--- src/rtl/connection_block_cfg.sv ---
// Unidirectional island-style connection block with a daisy-chained, double-buffered
// configuration store (serial shadow chain + active register) and optional input pipeline.
module connection_block_cfg #(
  parameter int WS         = 8,
  parameter int WD         = 8,
  parameter int WG         = 3,
  parameter int CLBIN      = 6,
  parameter int CLBOUT     = 1,
  parameter int CARRY      = 1,
  parameter int CLBOS      = 2,
  parameter int CLBOS_BIAS = 0,
  parameter int CLBOD      = 2,
  parameter int CLBOD_BIAS = 0,
  parameter int CLBX       = 1,
  parameter int CHAIN_W    = 8,
  parameter int REG_IN     = 0
) (
  input  logic                          clk,
  input  logic                          rst,
  input  logic [WS-1:0]                 single0_in,
  input  logic [WS-1:0]                 single1_in,
  output logic [WS-1:0]                 single0_out,
  output logic [WS-1:0]                 single1_out,
  input  logic [WD-1:0]                 double0_in,
  input  logic [WD-1:0]                 double1_in,
  output logic [WD-1:0]                 double0_out,
  output logic [WD-1:0]                 double1_out,
  input  logic [(WG > 0 ? WG : 1)-1:0]  global_lines,
  input  logic [CLBOUT-1:0]             clb0_output,
  input  logic [CLBOUT-1:0]             clb1_output,
  input  logic [CARRY-1:0]              clb0_cout,
  input  logic [CARRY-1:0]              clb1_cout,
  output logic [CLBIN-1:0]              clb0_input,
  output logic [CLBIN-1:0]              clb1_input,
  output logic [CARRY-1:0]              clb0_cin,
  output logic [CARRY-1:0]              clb1_cin,
  input  logic [CHAIN_W-1:0]            cfg_in,
  input  logic                          cfg_en,
  output logic [CHAIN_W-1:0]            cfg_out,
  input  logic                          cfg_commit,
  output logic                          cfg_ready,
  output logic                          cfg_err
);

  localparam int N_IN       = 2*(WS+WD) + WG + CLBX*CLBOUT;
  localparam int SEL_IN     = $clog2(N_IN);
  localparam int N_OUT      = 2*CLBOUT + 1;
  localparam int SEL_OUT    = $clog2(N_OUT);
  localparam int CONF_WIDTH = 2*CLBIN*SEL_IN + 2*SEL_OUT*(CLBOS+CLBOD);
  localparam int BEATS      = (CONF_WIDTH + CHAIN_W - 1) / CHAIN_W;
  localparam int PAD        = BEATS * CHAIN_W;
  localparam int CNT_W      = $clog2(BEATS + 1);
  localparam int HALF_D     = WD / 2;
  localparam int STAP       = (CLBOS_BIAS * CLBOS) % WS;
  localparam int DTAP       = (CLBOD_BIAS * CLBOD) % HALF_D;

  localparam int OFF_C0 = 0;
  localparam int OFF_C1 = CLBIN * SEL_IN;
  localparam int OFF_S0 = 2 * CLBIN * SEL_IN;
  localparam int OFF_S1 = OFF_S0 + CLBOS * SEL_OUT;
  localparam int OFF_D0 = OFF_S1 + CLBOS * SEL_OUT;
  localparam int OFF_D1 = OFF_D0 + CLBOD * SEL_OUT;
  localparam int OFF_G  = 2 * (WS + WD);
  localparam int OFF_X  = OFF_G + WG;

  localparam logic [CNT_W-1:0] BEATS_C = CNT_W'(BEATS);

  logic [PAD-1:0]        shadow;
  logic [CONF_WIDTH-1:0] active;
  logic [CNT_W-1:0]      count;
  logic [CNT_W-1:0]      count_next;
  logic                  ready_q;
  logic                  err_q;
  logic                  commit_ok;

  logic [N_IN-1:0]       vec0;
  logic [N_IN-1:0]       vec1;
  logic [CLBIN-1:0]      in0_c;
  logic [CLBIN-1:0]      in1_c;
  logic [2*CLBOUT-1:0]   clbs;

  // Out-of-range selects fall through to the 0 default.
  function automatic logic imux(input logic [SEL_IN-1:0] sel, input logic [N_IN-1:0] vec);
    imux = 1'b0;
    for (int j = 0; j < N_IN; j++)
      if (sel == SEL_IN'(j)) imux = vec[j];
  endfunction

  function automatic logic omux(input logic [SEL_OUT-1:0] sel, input logic straight,
                                input logic [2*CLBOUT-1:0] src);
    omux = 1'b0;
    if (sel == '0) omux = straight;
    for (int j = 1; j < N_OUT; j++)
      if (sel == SEL_OUT'(j)) omux = src[j-1];
  endfunction

  // A commit is only legal with a full shadow and no shift in the same cycle.
  assign commit_ok = cfg_commit & ready_q & ~cfg_en;

  always_comb begin
    count_next = count;
    if (commit_ok)
      count_next = '0;
    else if (cfg_en && count != BEATS_C)
      count_next = count + 1'b1;
  end

  always_ff @(posedge clk) begin
    if (rst) begin
      shadow  <= '0;
      active  <= '0;
      count   <= '0;
      ready_q <= 1'b0;
      err_q   <= 1'b0;
    end else begin
      if (cfg_en)
        shadow <= (shadow << CHAIN_W) | PAD'(cfg_in);
      if (commit_ok)
        active <= shadow[CONF_WIDTH-1:0];
      if (cfg_commit && !commit_ok)
        err_q <= 1'b1;
      count   <= count_next;
      ready_q <= (count_next == BEATS_C);
    end
  end

  assign cfg_out   = shadow[PAD-1 -: CHAIN_W];
  assign cfg_ready = ready_q;
  assign cfg_err   = err_q;

  assign clb1_cin = clb0_cout;
  assign clb0_cin = clb1_cout;

  // Each CLB sees the shared tracks/globals, then the opposite CLB's outputs.
  always_comb begin
    vec0 = '0;
    vec0[0 +: WS]          = single0_in;
    vec0[WS +: WS]         = single1_in;
    vec0[2*WS +: WD]       = double0_in;
    vec0[2*WS+WD +: WD]    = double1_in;
    for (int i = 0; i < WG; i++)
      vec0[OFF_G + i] = global_lines[i];
    vec1 = vec0;
    for (int i = 0; i < CLBX*CLBOUT; i++) begin
      vec0[OFF_X + i] = clb1_output[i];
      vec1[OFF_X + i] = clb0_output[i];
    end
  end

  always_comb begin
    in0_c = '0;
    in1_c = '0;
    for (int i = 0; i < CLBIN; i++) begin
      in0_c[i] = imux(active[OFF_C0 + i*SEL_IN +: SEL_IN], vec0);
      in1_c[i] = imux(active[OFF_C1 + i*SEL_IN +: SEL_IN], vec1);
    end
  end

  assign clbs = {clb1_output, clb0_output};

  always_comb begin
    single1_out = single0_in;
    single0_out = single1_in;
    for (int k = 0; k < CLBOS; k++) begin
      single1_out[(STAP+k)%WS] = omux(active[OFF_S0 + k*SEL_OUT +: SEL_OUT],
                                      single0_in[(STAP+k)%WS], clbs);
      single0_out[(STAP+k)%WS] = omux(active[OFF_S1 + k*SEL_OUT +: SEL_OUT],
                                      single1_in[(STAP+k)%WS], clbs);
    end
  end

  // Only the lower double half is tappable; the upper half always passes straight.
  always_comb begin
    double1_out = double0_in;
    double0_out = double1_in;
    for (int k = 0; k < CLBOD; k++) begin
      double1_out[(DTAP+k)%HALF_D] = omux(active[OFF_D0 + k*SEL_OUT +: SEL_OUT],
                                          double0_in[(DTAP+k)%HALF_D], clbs);
      double0_out[(DTAP+k)%HALF_D] = omux(active[OFF_D1 + k*SEL_OUT +: SEL_OUT],
                                          double1_in[(DTAP+k)%HALF_D], clbs);
    end
  end

  generate
    if (REG_IN != 0) begin : g_reg_in
      always_ff @(posedge clk) begin
        if (rst) begin
          clb0_input <= '0;
          clb1_input <= '0;
        end else begin
          clb0_input <= in0_c;
          clb1_input <= in1_c;
        end
      end
    end else begin : g_comb_in
      assign clb0_input = in0_c;
      assign clb1_input = in1_c;
    end
  endgenerate

endmodule

--- config.mk ---
export PLATFORM = sky130hd
export DESIGN_NAME = connection_block_cfg
export DESIGN_NICKNAME = d
export VERILOG_FILES = /design/src/rtl/connection_block_cfg.sv
export SDC_FILE = /design/constraint.sdc
export NUM_CORES = 1
export LEC_CHECK = 0
export CAP_MARGIN = 15
export CORE_MARGIN = 2
export CORE_UTILIZATION = 35
export CTS_BUF_LIST = sky130_fd_sc_hd__clkbuf_4 sky130_fd_sc_hd__clkbuf_8
export DETAILED_ROUTE_END_ITERATION = 12
export PLACE_DENSITY = 0.51
export RECOVER_POWER = 25
export SYNTH_ARGS = -nofsm -noshare
export SYNTH_HDL_FRONTEND = slang
export SYNTH_SLANG_ARGS = --single-unit
--- constraint.sdc ---
create_clock -name clk -period 3.77 [get_ports clk]
set_input_delay 0.5655 -clock clk [delete_from_list [all_inputs] [get_ports clk]]
set_output_delay 0.5655 -clock clk [all_outputs]
set_load 0.01 [all_outputs]
==> metrics.csv, run 1 <==
metric;value;unit
status;finished, violations left;
violations;max-capacitance violations, max-slew violations;
clockRootBuffer;clkbuf_8;
grt_usage;26.87;%
powerDensity;252.8;nW/um^2
first_global_vias;12460;
synthAdderAreaFrac;0.09471;%
ys_ff_latch;182;
p_leak;0.005414;uW
coreArea;37400;sq um
period_share;99.78;%
wl;53240;um
h-tree-depth;4;
die_h;198.3;um
syn_nets;1842;
yosysSeqAreaShare;27.58;%
dp_slack;-0.03050;ns
hold_buffers;0;
synth_top_family_by_area;simple AND/OR/NAND/NOR gates;
start_util;35.33;%
grt_max_degree;116;
slowest_stage;clkdlybuf4s50_1;
area.growth.synth_to_final;18.33;%
ir_drop;0.2566;mV
syn-cell-area;13210;sq um
synth_compound_area_share;22.85;%
io_pins;107;
drt_iter0_drc;1353;
clk_pin_slew;0.09;ns
cp_slowest_stage_delay;0.63;ns
final_max_slew_viol_count;91;
worstPathRequired;3.20;ns
async_reset_ff_share;0;%
cp-start-kind;input pin;
synth_ff_type;dfxtp_1;
yosys_warnings;0;
layout_setup_ws;0.008467;ns
timing.rr.end;active[12];
synth_edf_count;0;
synth_cell_type_count;85;
drtAntennaViolNets;0;
fmax;265.8;MHz
layout.nets;1889;
power.total;3952;uW
portBuffers;102;
grt_overflow;0;
arrival;3.20;ns
post_cts_buffers;0;
avgSynthCellArea;7.381;sq um
setup_viol;0;
tightest_slew;2.434;ns
hp-class;reg2reg;
numClockSinks;182;
drc_errors;0;
yosys.area_share.simple;25.06;%
drive_above_1_share;12.92;%
gp_congestion;0.9594;
firstDrtPassIters;5;
hold_start;shadow[19];
tritoncts;yes;
ff2ff_path_depth;5;
period_minus_slack;3.762;ns
min_to;active[19];
whs_path_depth;2;
die_w;198.3;um
crit_chain;clkdlybuf4s50_1 -> buf_4 -> o311ai_0 -> o21ai_0 -> and3_1 -> o22ai_1 -> a22o_1 -> a311oi_2 -> buf_4 -> clkdlybuf4s50_1;
reg2reg_from;cfg_ready;
finClkSkew;0.01926;ns
vias;13830;
synth_mux_area_share;15.51;%
grt_pass1_wl;79460;um
num_antenna_cells;0;
rrSetupSlack;2.04;ns
drv_cap;2;
critical_path_class;in2out;
fp-row-count;71;
syn_inst;1790;
dp.final_hpwl;38070;um
cp-end-kind;output pin;
viasPerCell;5.858;
hold_viol;0;
cp_max_fo;10;
synth_top_area_share;27.58;%
insertion_delay;0.49;ns
finish.utilization;41.80;%
synth_area_leaders;dfxtp_1 (28%), mux2i_1 (11%), nand2_1 (7.8%);
slew_headroom;-62.25;%
antenna_found_initial;0;
die_area;39320;sq um
cts_max_path_buffers;2;
synth_xor_xnor_area_share;0.06629;%
cts_made_buffers;17;
avgRoutedWirePerCell;22.55;um
synth_top_cell_by_area;dfxtp_1;
## routing by layer
metal,vias up,global-route usage (%),part of all wire (%)
met5,-,0,0
met4,0,9.802,3.2
met2,559,39.30,42
met3,100,4.599,7.6
li1,6473,-,-
met1,6698,39.19,47
## critical path, delay by kind of cell
family	cells	cell delay [ns]
compound gates	5	0.84
simple gates	1	0.18
buf+inv	4	1.61
## power breakdown
group | leakage (uW) | switching, uW | internal [uW]
Clock | 0.000213 | 744 | 655
Combinational | 0.00372 | 342 | 267
Sequential | 0.00148 | 12.1 | 1930
## metrics by stage
step | instances | area [sq um] | hold slack, ns | TNS (ns)
floorplan | 1790 | 13210 | 0.4438 | 0
global placement | 2329 | 15150 | 0.4538 | -0.04597
detailed placement | 2329 | 15150 | 0.4591 | -0.04574
CTS | 2361 | 15570 | 0.4636 | 0
global route | 2361 | 15630 | 0.4733 | -0.02401
finish | 2361 | 15630 | 0.4573 | 0
## layout by cell type (no fill, tap or decap), types with 19 or more instances in the layout
cell	count
nand2_1	274
nor2_1	167
a21oi_1	167
dfxtp_1	163
mux2i_1	144
buf_4	111
o21ai_0	102
clkdlybuf4s50_1	91
nand2b_1	43
nor3_1	40
nor2b_1	34
nand3_1	34
inv_1	34
nand3b_1	30
o22ai_1	30
buf_12	22
mux4_2	21
clkbuf_8	20
a31oi_1	19
a211oi_1	19
## final cells by class
class,instances,area [sq um]
fillers,3894,21770
multi-input cells,1360,8438
flip-flops and latches,182,3675
repair buffers,237,2315
well taps,511,639.4
clock buffers,20,275.3
inverters,39,146.4
clock inverters,12,143.9
## cell usage after synthesis, drive strengths merged, types with 6 or more instances
library cell / count
nor4: 7
mux2: 12
a311oi: 6
o311ai: 7
nor3b: 6
or2: 6
o211ai: 14
nor4b: 6
nand3b: 30
nand2: 275
nand3: 34
o22ai: 30
o21ai: 109
a22oi: 10
o31ai: 10
mux2i: 144
buf: 103
a31oi: 19
mux4: 21
a221oi: 8
a22o: 8
nand4: 9
dfxtp: 182
a21oi: 168
nand4b: 7
nor2b: 34
nand2b: 43
clkbuf: 106
nor3: 42
inv: 35
o21a: 6
a211oi: 21
nor2: 168
o32ai: 8
## worst max-delay path by stage
stage	cells after the start	slack [ns]	to	start
2_1_floorplan	8	1.27	clb0_input[4]	single0_in[5]
3_3_place_gp	9	-0.04	clb1_input[1]	single0_in[1]
3_5_place_dp	9	-0.03	clb1_input[5]	single0_in[1]
4_1_cts	7	0.03	clb1_input[5]	active[67]
5_1_grt	11	-0.02	clb1_input[3]	single0_in[5]
6_report	10	0.008	clb1_input[3]	single1_in[6]
## what timing repair did
action,4_1_cts,5_1_grt
endpoints found under the setup margin,6,10
resized for setup,9,29
pin swaps,0,1
## flip-flops by register name, summed over array words and instances (netlist names)
register,cells
active,88
shadow,88
count,4
cfg_err,1
cfg_ready,1
## logic make-up after synthesis
| logic type | count (synthesis) |
|---|---|
| multiplexers | 177 |
| buffers and inverters | 248 |
| flip-flops | 182 |
| adder cells (fa/ha/maj) | 1 |
| AO/OA/AOI/OAI | 483 |
| XOR/XNOR | 1 |
| AND/OR/NAND/NOR | 698 |
No activity file was read; power rests on OpenSTA's default activity.
==> inputs of run 2 (changes only) <==
- SETUP_SLACK_MARGIN: default -> 0.2
- SKIP_CTS_REPAIR_TIMING: default -> 1
==> run 2 against run 1 <==
The run still ends with max-capacitance violations, max-slew violations left; worst hold slack about the same; global-route usage barely moved; first-iteration DRC count shrank 6.1%; wire length grew 0.18%; sequential power hardly changed; register-to-register slack about the same; count of clock-buffer cells in the layout unchanged; die area did not move; core utilization up 0.45 points; final cell count grew 0.17%; critical path depth decreased by 2; sequential cell count unchanged.
==> metrics.csv, run 2 (synthesis gave the netlist of run 1 again) <==
metric;value;unit
die_w;198.3;um
finish.utilization;42.25;%
drive_above_1_share;14.13;%
placed_area;15150;sq um
drv_cap;2;
fmax;272.8;MHz
rsz0062_at_grt;yes;
cts_made_buffers;17;
cp-end-kind;output pin;
layout_setup_ws;0.1048;ns
final_max_slew_viol_count;91;
insertion_delay;0.49;ns
sw_frac_of_total;27.75;%
avgRoutedWirePerCell;22.55;um
switchingPower;1097;uW
layout_commonest_cell;nand2_1;
slew_headroom;-62.05;%
cp_max_fo;4;
powerDensity;250.1;nW/um^2
setup_tns;0;ns
gp_congestion;0.9594;
clk_pin_slew;0.09;ns
layout.nets;1893;
period_minus_slack;3.665;ns
num_antenna_cells;0;
critical_path_class;in2out;
die_area;39320;sq um
violations;max-capacitance violations, max-slew violations;
arrival;3.10;ns
area.growth.synth_to_final;19.61;%
grt_overflow;0;
dp_slack;-0.03050;ns
drt_iter0_drc;1271;
cts_max_path_buffers;2;
viasPerCell;5.862;
io_pins;107;
finClkSkew;0.01792;ns
design_area;15800;sq um
hp-class;reg2reg;
rrSetupSlack;2.03;ns
hold_viol;0;
most-common-layout-cells;nand2_1 (274), nor2_1 (167), a21oi_1 (166);
h-tree-depth;4;
drc_errors;0;
vias;13860;
first_global_vias;12460;
firstDrtPassIters;8;
holdWs;0.4578;ns
tightest_slew;2.431;ns
pwr-share-clk;35.3;%
period_share;97.22;%
worstPathRequired;3.20;ns
clockRootBuffer;clkbuf_8;
dp.final_hpwl;38070;um
cp-start-kind;input pin;
setup_viol;0;
wl;53340;um
p_leak;0.005575;uW
status;finished, violations left;
grt_max_degree;116;
tritoncts;yes;
drtAntennaViolNets;0;
intPower;2855;uW
numClockSinks;182;
coreArea;37400;sq um
reg.largest.list;active x88, shadow x88, count x4;
comb_power_share;15.6;%
antenna_found_initial;0;
die_h;198.3;um
start_util;35.33;%
portBuffers;102;
fillCellCount;3892;
pwr-share-seq;49.1;%
grt_usage;26.87;%
fp-row-count;71;
ir_drop;0.2525;mV
grt_pass1_wl;79450;um
-- run 2: critical path: stages --
cell and delay (ns):
clkdlybuf4s50_1 0.63, nand2b_1 0.12, a2111o_1 0.37, o22ai_1 0.15, a2111oi_0 0.08, or3_1 0.40
a21oi_2 0.21, clkdlybuf4s50_1 0.57
-- run 2: per-stage QoR --
stage | cells | power (uW)
4_1_cts | 2361 | 3997
3_3_place_gp | 2329 | 2585
5_1_grt | 2365 | 4103
2_1_floorplan | 1790 | 2250
3_5_place_dp | 2329 | 2586
6_report | 2365 | 3952
-- run 2: final timing paths --
path,startpoint,endpoint,depth (start not counted)
setup / recovery,single1_in[6],clb0_input[1],8
setup reg to reg,cfg_ready,cfg_ready,6
hold reg to reg,shadow[19],active[19],2
hold / removal,shadow[19],active[19],2
-- run 2: layout make-up --
class,count,area (sq um),share of cell area [%]
Sequential cell,182,3695,23.38
Clock inverter,12,143.9,0.9105
Timing Repair Buffer,241,2397,15.17
Multi-Input combinational cell,1360,8498,53.78
Tap cell,511,639.4,4.046
Clock buffer,20,275.3,1.742
Inverter,39,153.9,0.9739
-- run 2: power groups by stage --
stage               Combinational (uW)  Sequential [uW]  Clock (uW)
floorplan                          264             1990           0
global placement                   595             1990           0
detailed placement                 595             1990           0
CTS                                597             1950        1450
global route                       640             1940        1520
finish                             616             1940        1390
-- run 2: routing by layer --
metal / routed length (um) / GRT usage, %
met1: 24720 / 39.19
met5: 0 / 0
met2: 22570 / 39.29
met4: 1773 / 9.802
met3: 4285 / 4.599
==> inputs of run 3 (changes only) <==
- REMOVE_ABC_BUFFERS: default -> 1
==> run 3 against run 2 <==
The run still ends with max-capacitance violations, max-slew violations left; non-clock buffer count increased by 26; clock power decreased by 6%; register-to-register slack improved by 0.05 ns; first-iteration DRC count increased by 1.1%; via count increased by 0.15%; critical path type unchanged; critical endpoint is now clb0_input[3].
==> metrics.csv, run 3 (synthesis gave the netlist of run 1 again) <==
metric;value;unit
coreArea;37400;sq um
cts_max_path_buffers;2;
hold_viol;0;
cp_max_fo;7;
cp_slowest_stage_delay;0.49;ns
hp-class;reg2reg;
path_buf_inv;4;
rsz0062_at_grt;no;
ff2ff_path_depth;5;
wl;53500;um
firstDrtPassIters;7;
arrival;2.85;ns
power.total;3877;uW
crit_chain;clkdlybuf4s50_1 -> buf_6 -> buf_4 -> mux4_2 -> nor2b_1 -> nor3_1 -> a211oi_1 -> o21ai_1 -> a21oi_1 -> or2_1 -> clkbuf_2;
cts_made_buffers;17;
layout_setup_ws;0.3497;ns
powerDensity;245.0;nW/um^2
tritoncts;yes;
drc_errors;0;
period_share;90.72;%
gp_congestion;0.9499;
hold_start;shadow[45];
grt_overflow;0;
layout.nets;1919;
period_minus_slack;3.420;ns
finClkSkew;0.02320;ns
final_cells;2389;
status;finished, violations left;
num_antenna_cells;0;
drive_above_1_share;14.59;%
timing.rr.end;active[10];
dr.max_layer_used;met4;
min_to;active[45];
area.growth.synth_to_final;19.81;%
reg.largest.list;active x88, shadow x88, count x4;
most-common-layout-cells;nand2_1 (274), nor2_1 (167), a21oi_1 (167);
avgRoutedWirePerCell;22.39;um
io_pins;107;
die_h;198.3;um
clk_pin_slew;0.10;ns
layout_commonest_cell;nand2_1;
antenna_found_initial;0;
slew_headroom;-26.04;%
clockRootBuffer;clkbuf_8;
fp-row-count;71;
met1Wirelength;24320;um
cp-end-kind;output pin;
viasPerCell;5.812;
whs_path_depth;2;
insertion_delay;0.52;ns
h-tree-depth;4;
first_global_vias;13010;
portBuffers;102;
grt_max_degree;90;
fmax;292.4;MHz
place_inst;2359;
reg2reg_from;cfg_ready;
drtAntennaViolNets;0;
start_util;35.33;%
drt_iter0_drc;1285;
die_w;198.3;um
critical_path_class;in2out;
numClockSinks;182;
grt_pass1_wl;80780;um
grt_usage;27.39;%
violations;max-capacitance violations, max-slew violations;
p_leak;0.005656;uW
met3_wirelength;4048;um
die_area;39320;sq um
final_max_slew_viol_count;90;
finish.utilization;42.32;%
dp.final_hpwl;39520;um
rrSetupSlack;2.08;ns
vias;13880;
met2WireLength;23060;um
ir_drop;0.2264;mV
setup_viol;0;
worstPathRequired;3.20;ns
drv_cap;1;
path_delay_family;buffers and inverters;
cp-start-kind;input pin;
slowest_stage;mux4_2;
tightest_slew;1.891;ns
dp_slack;-0.1935;ns
==> run 3: changes by cell type in the layout (fill, tap and decap cells not counted), sizes merged, moves of 2 or more <==
cell | previous run | this run
clkinv | 10 | 8
inv | 36 | 38
clkdlybuf4s50 | 78 | 76
buf | 138 | 165
==> run 3: report_power, final <==
group / internal, uW / switching, uW / leakage (uW)
logic: 270 / 352 / 0.00399
registers: 1930 / 12.2 / 0.00148
clock network: 570 / 741 / 0.000188
==> run 3: worst register-to-register path, stage by stage (launching register included) <==
cell     delay (ns)
dfxtp_1        0.34
nand2_1        0.09
nor2_4         0.62
buf_4          0.34
nand2_1        0.10
a21oi_1        0.13
==> run 3: worst max path at each step <==
stage                              from            end  slack, ns  cells past startpoint
after CTS                    active[55]  clb1_input[3]      -0.23                      9
final                     single0_in[3]  clb0_input[3]       0.35                     11
after floorplan              cfg_commit      cfg_ready      -0.09                      5
after global placement    single0_in[1]  clb1_input[3]      -0.20                     11
after detailed placement  single0_in[1]  clb1_input[3]      -0.19                     11
after global routing      single0_in[3]  clb0_input[3]       0.23                     11
==> run 3: stage by stage <==
stage               hold WS, ns  cell area (sq um)  setup TNS, ns
global route             0.4871              15830              0
floorplan                0.4378              12190       -0.09471
finish                   0.4677              15830              0
global placement         0.4517              15340        -0.4956
detailed placement       0.4600              15340        -0.4704
CTS                      0.4707              15710        -0.7379
==> run 3: area by class of cell <==
type                       instances  area [sq um]
fill                            3882         21570
inverter                          39         146.4
sequential                       182          3679
multi-input combinational       1360          8464
tap                              511         639.4
clock inverter                    10         95.09
timing repair buffer             267          2530
clock buffer                      20         275.3
==> run 3: metal layers <==
| metal | up-vias | GRT usage [%] |
|---|---|---|
| met5 | - | 0 |
| met4 | 0 | 11.19 |
| met3 | 103 | 4.752 |
| met2 | 572 | 40.78 |
| met1 | 6667 | 38.89 |
| li1 | 6542 | - |
